[src/rtl/ahb_sram_slave_if.sv]
// AHB-Lite transfer signals between the core's master port (plus bus-level HREADY) and the SRAM responder.
interface ahb_sram_slave_if;
  logic        HSEL;
  logic [31:0] HADDR;
  logic [1:0]  HTRANS;
  logic        HWRITE;
  logic [2:0]  HSIZE;
  logic [31:0] HWDATA;
  logic        HREADYIN;
  logic        HREADYOUT;
  logic        HRESP;
  logic [31:0] HRDATA;

  modport master (
    output HSEL, HADDR, HTRANS, HWRITE, HSIZE, HWDATA, HREADYIN,
    input  HREADYOUT, HRESP, HRDATA
  );

  modport slave (
    input  HSEL, HADDR, HTRANS, HWRITE, HSIZE, HWDATA, HREADYIN,
    output HREADYOUT, HRESP, HRDATA
  );
endinterface

[src/rtl/ahb_sram_slave.sv]
// AHB-Lite responder for the single-port SRAM macro: zero-wait writes, LATENCY-cycle reads, two-cycle ERROR.
// Stalls the bus via HREADYOUT only in read/error data phases; AHB_SRAM_MISALIGN_ERR_EN makes misaligned half/word an ERROR.
module ahb_sram_slave #(
  parameter logic [31:0] BASE_ADDR = 32'h0000_0000,
  parameter int unsigned MEM_BYTES = 65536,
  parameter int unsigned LATENCY   = 2
) (
  input  logic            HCLK,
  input  logic            HRESET,
  ahb_sram_slave_if.slave bus,
  output logic            sram_cen,
  output logic            sram_wen,
  output logic [3:0]      sram_ben,
  output logic [31:0]     sram_addr,
  output logic [31:0]     sram_din,
  input  logic [31:0]     sram_dout
);
  typedef enum logic [1:0] {IDLE, RD_WAIT, ERR1, ERR2} state_t;

  state_t      state;
  logic [2:0]  cnt;
  logic        ready_q;
  logic        resp_q;
  logic [31:0] rdata_q;
  logic        cen_q;
  logic        wen_q;
  logic [3:0]  ben_q;
  logic [31:0] addr_q;

  logic        accept;
  logic [31:0] offset;
  logic        out_of_range;
  logic        misaligned;
  logic        illegal;
  logic [3:0]  lanes;

  assign accept       = bus.HSEL & bus.HTRANS[1] & bus.HREADYIN;
  assign offset       = bus.HADDR - BASE_ADDR;
  assign out_of_range = (bus.HADDR < BASE_ADDR) || (offset >= 32'(MEM_BYTES));

`ifdef AHB_SRAM_MISALIGN_ERR_EN
  assign misaligned = ((bus.HSIZE == 3'd1) && offset[0]) ||
                      ((bus.HSIZE == 3'd2) && (offset[1:0] != 2'b00));
`else
  assign misaligned = 1'b0;
`endif

  assign illegal = out_of_range || (bus.HSIZE > 3'd2) || misaligned;

  always_comb begin
    lanes = 4'hF;
    case (bus.HSIZE)
      3'd0:    lanes[offset[1:0]] = 1'b0;
      3'd1:    lanes = offset[1] ? 4'b0011 : 4'b1100;
      default: lanes = 4'b0000;
    endcase
  end

  always_ff @(posedge HCLK) begin
    if (HRESET) begin
      state   <= IDLE;
      cnt     <= '0;
      ready_q <= 1'b1;
      resp_q  <= 1'b0;
      rdata_q <= '0;
      cen_q   <= 1'b1;
      wen_q   <= 1'b1;
      ben_q   <= 4'hF;
      addr_q  <= '0;
    end else begin
      cen_q <= 1'b1;
      wen_q <= 1'b1;
      ben_q <= 4'hF;
      // SRAM read data is ready at the end of the access cycle
      if (!cen_q && wen_q) rdata_q <= sram_dout;
      if (!ready_q) begin
        case (state)
          ERR1:    begin state <= ERR2; ready_q <= 1'b1; end
          RD_WAIT: begin cnt <= cnt - 3'd1; ready_q <= (cnt == 3'd1); end
          default: ready_q <= 1'b1;
        endcase
      end else if (accept && illegal) begin
        state   <= ERR1;
        ready_q <= 1'b0;
        resp_q  <= 1'b1;
      end else if (accept && !bus.HWRITE) begin
        state   <= RD_WAIT;
        cnt     <= 3'(LATENCY - 1);
        ready_q <= (LATENCY == 1);
        resp_q  <= 1'b0;
        cen_q   <= 1'b0;
        addr_q  <= {offset[31:2], 2'b00};
      end else if (accept) begin
        state   <= IDLE;
        ready_q <= 1'b1;
        resp_q  <= 1'b0;
        cen_q   <= 1'b0;
        wen_q   <= 1'b0;
        ben_q   <= lanes;
        addr_q  <= {offset[31:2], 2'b00};
      end else begin
        state   <= IDLE;
        ready_q <= 1'b1;
        resp_q  <= 1'b0;
      end
    end
  end

  // Reset masks the registered strobes so no access escapes during a reset cycle
  assign sram_cen  = cen_q | HRESET;
  assign sram_wen  = wen_q | HRESET;
  assign sram_ben  = ben_q | {4{HRESET}};
  assign sram_addr = addr_q;
  assign sram_din  = (!cen_q && !wen_q && !HRESET) ? bus.HWDATA : 32'h0;

  assign bus.HREADYOUT = ready_q;
  assign bus.HRESP     = resp_q;
  assign bus.HRDATA    = ((LATENCY == 1) && (state == RD_WAIT)) ? sram_dout : rdata_q;
endmodule
[src/flat_wrapper.sv]
// flat-port wrapper written by rule: the top's interface ports become plain ports
module ahb_sram_slave_flat 
#(
  parameter logic [31:0] BASE_ADDR = 32'h0000_0000,
  parameter int unsigned MEM_BYTES = 65536,
  parameter int unsigned LATENCY   = 2
)
  (HCLK, HRESET, sram_cen, sram_wen, sram_ben, sram_addr, sram_din, sram_dout, bus_HSEL, bus_HADDR, bus_HTRANS, bus_HWRITE, bus_HSIZE, bus_HWDATA, bus_HREADYIN, bus_HREADYOUT, bus_HRESP, bus_HRDATA);
  ahb_sram_slave_if bus_i ();
  input  logic HCLK;
  input  logic HRESET;
  output logic sram_cen;
  output logic sram_wen;
  output logic [3:0] sram_ben;
  output logic [31:0] sram_addr;
  output logic [31:0] sram_din;
  input  logic [31:0] sram_dout;
  input wire logic [$bits(bus_i.HSEL)-1:0] bus_HSEL;
  input wire logic [$bits(bus_i.HADDR)-1:0] bus_HADDR;
  input wire logic [$bits(bus_i.HTRANS)-1:0] bus_HTRANS;
  input wire logic [$bits(bus_i.HWRITE)-1:0] bus_HWRITE;
  input wire logic [$bits(bus_i.HSIZE)-1:0] bus_HSIZE;
  input wire logic [$bits(bus_i.HWDATA)-1:0] bus_HWDATA;
  input wire logic [$bits(bus_i.HREADYIN)-1:0] bus_HREADYIN;
  output wire logic [$bits(bus_i.HREADYOUT)-1:0] bus_HREADYOUT;
  output wire logic [$bits(bus_i.HRESP)-1:0] bus_HRESP;
  output wire logic [$bits(bus_i.HRDATA)-1:0] bus_HRDATA;
  assign bus_i.HSEL = bus_HSEL;
  assign bus_i.HADDR = bus_HADDR;
  assign bus_i.HTRANS = bus_HTRANS;
  assign bus_i.HWRITE = bus_HWRITE;
  assign bus_i.HSIZE = bus_HSIZE;
  assign bus_i.HWDATA = bus_HWDATA;
  assign bus_i.HREADYIN = bus_HREADYIN;
  assign bus_HREADYOUT = bus_i.HREADYOUT;
  assign bus_HRESP = bus_i.HRESP;
  assign bus_HRDATA = bus_i.HRDATA;
  ahb_sram_slave #(.BASE_ADDR(BASE_ADDR), .MEM_BYTES(MEM_BYTES), .LATENCY(LATENCY)) u_core (.HCLK(HCLK), .HRESET(HRESET), .bus(bus_i), .sram_cen(sram_cen), .sram_wen(sram_wen), .sram_ben(sram_ben), .sram_addr(sram_addr), .sram_din(sram_din), .sram_dout(sram_dout));
endmodule
[config.mk]
export PLATFORM = sky130hd
export DESIGN_NAME = ahb_sram_slave_flat
export DESIGN_NICKNAME = d
export VERILOG_FILES = /design/src/rtl/ahb_sram_slave_if.sv /design/src/rtl/ahb_sram_slave.sv /design/src/flat_wrapper.sv
export SDC_FILE = /design/constraint.sdc
export NUM_CORES = 1
export LEC_CHECK = 0
export CAP_MARGIN = 20
export CORE_AREA = 2 2 101 103
export DETAILED_ROUTE_END_ITERATION = 10
export DIE_AREA = 0 0 103 105
export GPL_ROUTABILITY_DRIVEN = 0
export PLACE_DENSITY = 0.72
export SLEW_MARGIN = 20
export SYNTH_ARGS = -nofsm -noshare
export SYNTH_HDL_FRONTEND = slang
export SYNTH_SLANG_ARGS = --single-unit
[constraint.sdc]
create_clock -name HCLK -period 2.2 [get_ports HCLK]
set_clock_uncertainty 0.2 [all_clocks]
set_input_delay 0.55 -clock HCLK [delete_from_list [all_inputs] [get_ports HCLK]]
set_output_delay 0.55 -clock HCLK [all_outputs]
set_load 0.005 [all_outputs]
==> flow_metrics.tcl <==
set metrics [dict create \
    critPathSlowestCell "or2_4" \
    grt_pass1_vias 3257 \
    max_freq_ghz 0.445 \
    io_pins 210 \
    cp-start-kind "primary input" \
    rsz0062_at_grt "yes" \
    portBuffers 206 \
    diodes 0 \
    cts_tree "yes" \
    drive_gt1_share_pct 18.9 \
    clkTransAtPathRegs_ns 0.07 \
    drv_cap 0 \
    hp-start "u_core.bus.HRDATA[7]" \
    cellPowerDensity_nw_per_um2 463 \
    root_buffer "clkbuf_8" \
    num_vias 3337 \
    synth-edff-count 0 \
    final_nets 687 \
    cts_buffers 9 \
    grt_pass1_wl_mm 15.2 \
    gr-total-overflow 0 \
    min_period_ns 2.25 \
    status "complete, but fails checks" \
    grt_start_max_net_pins 42 \
    antenna_found_initial 0 \
    cts_buffer_depth 2 \
    insertion_delay_ns 0.34 \
    cp.arrival_ns 1.50 \
    synth_area_per_cell_um2 8.35 \
    synth_warnings 0 \
    violations "setup timing" \
    synth_top_flop_cell "dfxtp_1" \
    htree_levels 3 \
    firstDrtPassIters 6 \
    finalWorstSetupSlack_ns -0.0496 \
    cts_hold_buf 0 \
    peakVddDrop_mv 0.271 \
    synth.distinct_cells 36 \
    layout_common_cells "clkdlybuf4s50_1 (167), dfxtp_1 (74), nand2_1 (71), a21oi_1 (51), buf_4 (22)" \
    final_common_cell "clkdlybuf4s50_1" \
    min_to "u_core.bus.HRDATA[7]" \
    critPathMaxFanout 16 \
    drv_slew 0 \
    synthToLayoutAreaGrowth_pct 86.3 \
    ant_nets 0 \
    synth_top_area_share_pct 49.7 \
    synthTopCellsByArea "dfxtp_1 (50%), nand2_1 (8.8%), a21oi_1 (8.4%), and2_1 (7.0%), nor3b_1 (4.2%)" \
    critical_path.max_stage_delay_ns 0.25 \
    die_height_um 105 \
    drcViolationCount 0 \
    initial_core_util_pct 31.3 \
    num_rows 36 \
    drt_iter0_markers 92 \
    hold_ws_ns 0.254 \
    cts.sinks 75 \
    grt.total_usage_pct 18.1 \
    synth_cells 362 \
    wl_per_cell_um 14.2 \
    crit_type "in2out" \
    ys_seq_area_share_pct 49.7 \
    p_leak_nw 2.03 \
    dp_hpwl_mm 7.76 \
    ys_ff_latch 75 \
    core_area_um2 9640 \
    period_share_pct 102 \
    synth_area_um2 3020 \
    fillers 932 \
    hold_violations 0 \
    die_area_um2 10800 \
    end_kind "output port" \
    die_w_um 103 \
    crit_chain "buf_6, or2_4, nor2_4, buf_8, and2_1, clkdlybuf4s15_2" \
    r2r_slack_ns 0.59 \
    vias_per_cell 4.66 \
    reg2reg_depth 5 \
    yosys.area.top_type "dfxtp_1" \
    min_path_type "reg2reg" \
    routed_wl_mm 10.2 \
    power_mw 2.61 \
    async_reset_ff_share_pct 0 \
    setup_viol 20 \
    min_path_cells 2 \
    r2r_end "u_core.cnt[2]" \
    regToRegStartpoint "u_core.bus.HREADYOUT" \
    required_ns 1.45 \
]
## layout make-up
type                       count  area [um^2]  area share, %
clock buffer                  12          135           2.40
clock inverter                 3         40.0          0.711
inverter                       6         22.5          0.400
multi-input combinational    251         1440           25.5
sequential                    75         1500           26.7
tap                          133          166           2.96
timing repair buffer         236         2320           41.3
## layer usage
layer  track usage, %  routed length (um)
met4             8.27                 245
met3             4.55                 957
met2             35.3                5420
met1             16.8                3570
met5                0                   0
## cells in the mapped netlist, drive strengths merged, types with 2 or more instances
| cell type | n |
|---|---|
| inv | 6 |
| o21ai | 19 |
| clkbuf | 24 |
| nand2 | 71 |
| nand2b | 3 |
| nor2 | 4 |
| buf | 7 |
| nor4 | 6 |
| nor3 | 3 |
| nor2b | 3 |
| dfxtp | 75 |
| ha | 2 |
| nor3b | 17 |
| nand3 | 3 |
| a21oi | 51 |
| and2 | 34 |
| nand4 | 15 |
| or2 | 6 |
## critical path: cells and delay by family
| kind | cells | cell delay [ns] |
|---|---|---|
| and+or+nand+nor | 3 | 0.50 |
| buffers and inverters | 3 | 0.44 |
## report_power, final
group / switching [mW] / internal, mW / total (mW)
logic: 0.0740 / 0.183 / 0.257
registers: 0.00177 / 1.36 / 1.36
clock network: 0.472 / 0.516 / 0.988
total: 0.548 / 2.06 / 2.61
## worst max path at each step
| stage | startpoint | to | slack, ns | depth (start not counted) |
|---|---|---|---|---|
| 3_5_place_dp | HRESET | sram_din[16] | -0.57 | 6 |
| 4_1_cts | u_core.wen_q | sram_din[31] | -0.18 | 6 |
| 6_report | HRESET | sram_din[31] | -0.05 | 6 |
| 2_1_floorplan | HRESET | sram_din[10] | 0.05 | 4 |
| 3_3_place_gp | HRESET | sram_din[15] | -0.57 | 6 |
| 5_1_grt | u_core.wen_q | sram_din[31] | -0.11 | 5 |
## state kept, by name, indices dropped and copies added (netlist names)
name / count
u_core.bus.HRDATA: 32
u_core.ben_q: 4
u_core.sram_addr: 30
u_core.wen_q: 1
u_core.bus.HREADYOUT: 1
u_core.cnt: 3
u_core.cen_q: 1
u_core.bus.HRESP: 1
u_core.state: 2
## metrics by stage
stage	setup TNS (ns)	cells	utilization, %	setup WS [ns]	area (um^2)
final	-0.700	716	58.4	-0.0496	5630
after global routing	-2.15	716	58.4	-0.113	5630
after CTS	-4.54	718	58.8	-0.183	5660
after detailed placement	-27.54	697	55.5	-0.568	5350
after global placement	-27.11	697	55.5	-0.574	5350
after floorplan	0	363	-	0.0501	3030
## cells by family after synthesis
kind of cell,count (synthesis),synth area share [%]
adder cells (fa/ha/maj),2,0.828
XOR/XNOR,1,0.290
other,1,0.124
buffers and inverters,37,5.22
AO/OA/AOI/OAI,77,13.6
AND/OR/NAND/NOR,169,30.3
flip-flops,75,49.7
## what timing repair did
action | CTS | global route
buffers inserted | 4 | 1
pin swaps | 16 | 7
cloned | 2 | 0
setup endpoints to repair | 38 | 56
gates resized for setup | 168 | 15
endpoints found under the hold margin | 0 | 0
Note: power is estimated with default switching activity, not from simulation.
